**src/rtl/and_result_serial_tx_pkg.sv**
```systemverilog
// rtl/and_result_serial_tx_pkg.sv - FSM encoding and counter-width helper for the AND serial transmitter
package and_result_serial_tx_pkg;

  // Same numeric encoding the serial receiver side decodes.
  typedef enum logic [1:0] {
    ST_IDLE  = 2'd0,
    ST_START = 2'd1,
    ST_DATA  = 2'd2,
    ST_STOP  = 2'd3
  } tx_state_e;

  function automatic int cnt_width(input int n);
    return (n > 1) ? $clog2(n) : 1;
  endfunction

endpackage

```
**src/rtl/and_result_serial_tx_bit_timer.sv**
```systemverilog
// rtl/and_result_serial_tx_bit_timer.sv - bit-period timer; tick marks the last clk of each frame bit
module bit_timer
  import and_result_serial_tx_pkg::*;
#(
  parameter int CLKS_PER_BIT = 4
) (
  input  logic clk,
  input  logic rst_n,
  input  logic clr,
  output logic tick
);

  localparam int CW = cnt_width(CLKS_PER_BIT);
  localparam logic [CW-1:0] LAST = CW'(CLKS_PER_BIT - 1);

  logic [CW-1:0] cnt_q, cnt_d;

  assign tick = (cnt_q == LAST);

  always_comb begin
    cnt_d = cnt_q + CW'(1);
    if (clr || tick) cnt_d = '0;
  end

  always_ff @(posedge clk or negedge rst_n) begin
    if (!rst_n) cnt_q <= '0;
    else        cnt_q <= cnt_d;
  end

endmodule

```
**src/rtl/and_result_serial_tx.sv**
```systemverilog
// rtl/and_result_serial_tx.sv - latches op_a & op_b and sends it as a start/data/stop serial frame
module and_result_serial_tx
  import and_result_serial_tx_pkg::*;
#(
  parameter int WIDTH        = 8,
  parameter int CLKS_PER_BIT = 4,
  parameter int LSB_FIRST    = 1
) (
  input  logic             clk,
  input  logic             rst_n,
  input  logic             in_valid,
  output logic             in_ready,
  input  logic [WIDTH-1:0] op_a,
  input  logic [WIDTH-1:0] op_b,
  output logic             tx,
  output logic             busy,
  output logic             done
);

  localparam int BW = cnt_width(WIDTH);
  localparam logic [BW-1:0] LAST_BIT = BW'(WIDTH - 1);

  tx_state_e        state_q, state_d;
  logic [WIDTH-1:0] shreg_q, shreg_d;
  logic [BW-1:0]    bit_q, bit_d;
  logic             tx_q, tx_d;
  logic             busy_q, busy_d;
  logic             done_q, done_d;
  logic             tick, accept, out_bit;
  logic [WIDTH-1:0] shifted;

  assign in_ready = (state_q == ST_IDLE);
  assign accept   = in_valid & in_ready;
  assign tx       = tx_q;
  assign busy     = busy_q;
  assign done     = done_q;

  // The outgoing bit always sits at one end of the shift register.
  if (LSB_FIRST != 0) begin : g_lsb
    assign out_bit = shreg_q[0];
    assign shifted = shreg_q >> 1;
  end else begin : g_msb
    assign out_bit = shreg_q[WIDTH-1];
    assign shifted = shreg_q << 1;
  end

  // Held clear while idle so the start bit gets a full period from the accept edge.
  bit_timer #(.CLKS_PER_BIT(CLKS_PER_BIT)) u_timer (
    .clk   (clk),
    .rst_n (rst_n),
    .clr   (in_ready),
    .tick  (tick)
  );

  always_comb begin
    state_d = state_q;
    shreg_d = shreg_q;
    bit_d   = bit_q;
    tx_d    = tx_q;
    busy_d  = busy_q;
    done_d  = 1'b0;
    case (state_q)
      ST_IDLE: begin
        if (accept) begin
          shreg_d = op_a & op_b;
          state_d = ST_START;
          busy_d  = 1'b1;
          tx_d    = 1'b0;
        end
      end
      ST_START: begin
        if (tick) begin
          state_d = ST_DATA;
          tx_d    = out_bit;
          shreg_d = shifted;
          bit_d   = '0;
        end
      end
      ST_DATA: begin
        if (tick) begin
          if (bit_q == LAST_BIT) begin
            state_d = ST_STOP;
            tx_d    = 1'b1;
          end else begin
            bit_d   = bit_q + BW'(1);
            tx_d    = out_bit;
            shreg_d = shifted;
          end
        end
      end
      ST_STOP: begin
        if (tick) begin
          state_d = ST_IDLE;
          busy_d  = 1'b0;
          done_d  = 1'b1;
        end
      end
      default: state_d = ST_IDLE;
    endcase
  end

  always_ff @(posedge clk or negedge rst_n) begin
    if (!rst_n) begin
      state_q <= ST_IDLE;
      shreg_q <= '0;
      bit_q   <= '0;
      tx_q    <= 1'b1;
      busy_q  <= 1'b0;
      done_q  <= 1'b0;
    end else begin
      state_q <= state_d;
      shreg_q <= shreg_d;
      bit_q   <= bit_d;
      tx_q    <= tx_d;
      busy_q  <= busy_d;
      done_q  <= done_d;
    end
  end

endmodule

```
**config.mk**
```make
export PLATFORM = sky130hd
export DESIGN_NAME = and_result_serial_tx
export DESIGN_NICKNAME = d
export VERILOG_FILES = /design/src/rtl/and_result_serial_tx_pkg.sv /design/src/rtl/and_result_serial_tx_bit_timer.sv /design/src/rtl/and_result_serial_tx.sv
export SDC_FILE = /design/constraint.sdc
export NUM_CORES = 1
export LEC_CHECK = 0
export CORE_MARGIN = 1
export CORE_UTILIZATION = 40
export DETAILED_ROUTE_END_ITERATION = 8
export GPL_TIMING_DRIVEN = 0
export PLACE_DENSITY = 0.71
export SLEW_MARGIN = 20
export SYNTH_ARGS = -nofsm -noshare
export SYNTH_HDL_FRONTEND = slang
export SYNTH_HIERARCHICAL = 1
export SYNTH_SLANG_ARGS = --single-unit
export TNS_END_PERCENT = 5
```
**constraint.sdc**
```tcl
create_clock -name clk -period 3.7 [get_ports clk]
set_input_delay 1.11 -clock clk [delete_from_list [all_inputs] [get_ports clk]]
set_output_delay 1.11 -clock clk [all_outputs]
set_load 0.02 [all_outputs]
```
==> metrics.txt, run 1 <==
Fin. Hold Viols=0; average wire per standard cell=11.50 um; gp weighted congestion=0.7763; setup TNS=0 ns; synthesized flop and latch total=18; initial antenna violation count=0; Seq/Total Area, Yosys=43.55%; critical path class=flip-flop to output pin; RSZ-0062 raised after global routing=false; Worst Tran Pin Value=0.8228 ns; die width=52.92 um; Row Count=18; commonest non-fill, non-tap cells in the layout=nand2_1, clkdlybuf4s50_1, dfrtp_1, o21ai_0; part of the cycle the worst path needs=78.93%; Initial DRC Count=6; Die Ht=52.92 um; CTS tree=done; Area growth syn-to-layout=28.35%; Pwr Total=1.043 mW; Max-Cap Viols=0; Worst Path Max Fanout=7; Max Slew Vio Count=0; footprint of the multi-input gates=539.3 um^2; fmax=342.4 MHz; hold crit path type=flip-flop to flip-flop; ant diodes=0; leakage power=0.5924 nW; failing checks=design-rule violations; I/O pins=23; # fillers=222; DRT Pass-1 Iters=5; Syn Inst Count=101; Tmin final=2.920 ns; PortBufs=22; worst skew pair latency=0.29 ns; Clock Tree Root=clkbuf_4; Avg Vias per Cell=4.981; final HPWL from detailed placement=1419 um; outcome=complete, but fails checks; CTS resizes=0; Critical Path Source Type=flip-flop; total track usage=14.49%; Worst Path Required=2.59 ns; synth top area cells=dfrtp_1, ha_1, mux2_2; largest net degree at the start of global routing=19; peak supply drop=349.2 uV; grt total ovfl=0; syn nets=128; Critical Path End Type=output pin; leading area contributor after synthesis=dfrtp_1; Worst Path Arrival=1.81 ns; share of post-route cells with drive strength above 1=18.11%; first-pass GRT wire length=2904 um; DR DRC count=1; clock buffer depth=2; Clock Skew=0.006938 ns; Core Area=2455 um^2; via count=782; Mapped Area=1037 um^2; clock slew at reported path FFs=0.10 ns; post-synth top area share=41.01%; Distinct cells, synth=28; Setup Viol. Count Final=0; Num CTS Buffers=3; # hold bufs at CTS=0; number of routed nets with antenna violations=0; vias in the first global route=704; Initial Utilization=42.25%; fin nets=155; H-tree depth=1; Cell Pwr Density=783.7 nW/um^2; YS warnings=6; full die area=2801 um^2; Num Clock Sinks=18; final WL=1806 um; Register Area=451.7 um^2; Avg Cell Area, Syn=10.27 um^2; setup bufs post-CTS=0; Rel. slew slack=44.98%
## power by group
part / internal [mW] / total [mW] / switching (mW)
clock network: 0.0599 / 0.122 / 0.0624
registers: 0.269 / 0.314 / 0.0451
logic: 0.304 / 0.607 / 0.303
## worst paths after layout
check | cells after the start | start | endpoint | slack (ns)
max reg2reg | 6 | state_q[0]$_DFFE_PN0P_ | shreg_q[4]$_DFFE_PN0P_ | 1.76
min in group asynchronous | 1 | rst_n | bit_q[2]$_DFFE_PN0P_ | 1.28
max | 3 | state_q[0]$_DFFE_PN0P_ | in_ready | 0.78
min | 1 | u_timer/cnt_q[0]$_DFF_PN0_ | u_timer/cnt_q[0]$_DFF_PN0_ | 0.47
min reg2reg | 1 | u_timer/cnt_q[0]$_DFF_PN0_ | u_timer/cnt_q[0]$_DFF_PN0_ | 0.47
max in group asynchronous | 1 | rst_n | state_q[1]$_DFFE_PN0P_ | 1.91
## cells by family after synthesis
| family | count (synthesis) | synth area share (%) |
|---|---|---|
| compound gates | 22 | 15.08 |
| flops | 18 | 43.55 |
| buf+inv | 10 | 4.463 |
| fa+ha+maj | 8 | 9.651 |
| simple gates | 32 | 14.72 |
| mux | 11 | 12.55 |
## layout make-up
cell class,instances,area share (%)
Buffer,5,2.068
Clock buffer,4,2.726
Inverter,5,1.410
Multi-Input combinational cell,73,40.51
Sequential cell,18,33.93
Tap cell,30,2.820
Timing Repair Buffer,22,16.54
## metrics by stage
stage | util (%) | setup WS [ns] | cell area, um^2 | hold WS [ns] | std cells
after floorplan | - | 1.720 | 1037 | 0.4292 | 101
after global placement | 52.75 | 1.118 | 1295 | 0.4407 | 153
after detailed placement | 52.75 | 1.091 | 1295 | 0.4520 | 153
after CTS | 54.23 | 0.7576 | 1331 | 0.4714 | 157
after global routing | 54.23 | 0.6534 | 1331 | 0.4852 | 157
final | 54.23 | 0.7795 | 1331 | 0.4677 | 157
## cell usage after synthesis (all sizes together)
cell type,instances
a21boi,1
o211ai,1
nor3,2
nand2,22
mux2i,1
ha,8
o221ai,1
o21a,1
mux2,10
buf,2
or3,1
o2bb2ai,1
clkbuf,3
inv,5
dfrtp,17
o2111ai,1
o21ai,12
dfstp,1
and2,1
a21oi,2
nor2,3
nor3b,2
a22o,2
nand2b,1
## registers in the layout, summed over array words and instances, names as in the netlist
| signal | count |
|---|---|
| bit_q | 3 |
| busy | 1 |
| done | 1 |
| shreg_q | 8 |
| state_q | 2 |
| tx | 1 |
| u_timer/cnt_q | 2 |
## critical path, cell delays in order (launching register included)
cell             delay (ns)
dfrtp_1                0.43
inv_1                  0.11
ha_1                   0.32
clkdlybuf4s50_1        0.66
## routing by layer
layer / share of wire [%] / vias up / global-route usage [%]
li1: - / 398 / -
met1: 45 / 368 / 15.80
met2: 51 / 16 / 26.79
met3: 3.8 / 0 / 3.448
met4: 0 / 0 / 5.263
met5: 0 / - / 0
No activity file was read; power rests on OpenSTA's default activity.
==> inputs of run 2 (changes only) <==
==> constraint.sdc (replaced) <==
create_clock -name clk -period 2.9 [get_ports clk]
set_input_delay 0.87 -clock clk [delete_from_list [all_inputs] [get_ports clk]]
set_output_delay 0.87 -clock clk [all_outputs]
set_load 0.02 [all_outputs]
==> results of run 2 <==
The final DEF is identical to that of run 1. Status: complete, but fails checks: design-rule violations.
Among the figures that moved: setup slack after placement 1.091 ns -> 0.5309 ns; setup slack after layout 0.7795 ns -> 0.2195 ns; register-to-register setup slack 1.76 ns -> 0.96 ns; total power 1.043 mW -> 1.331 mW; worst IR drop on VDD 349.2 uV -> 445.5 uV
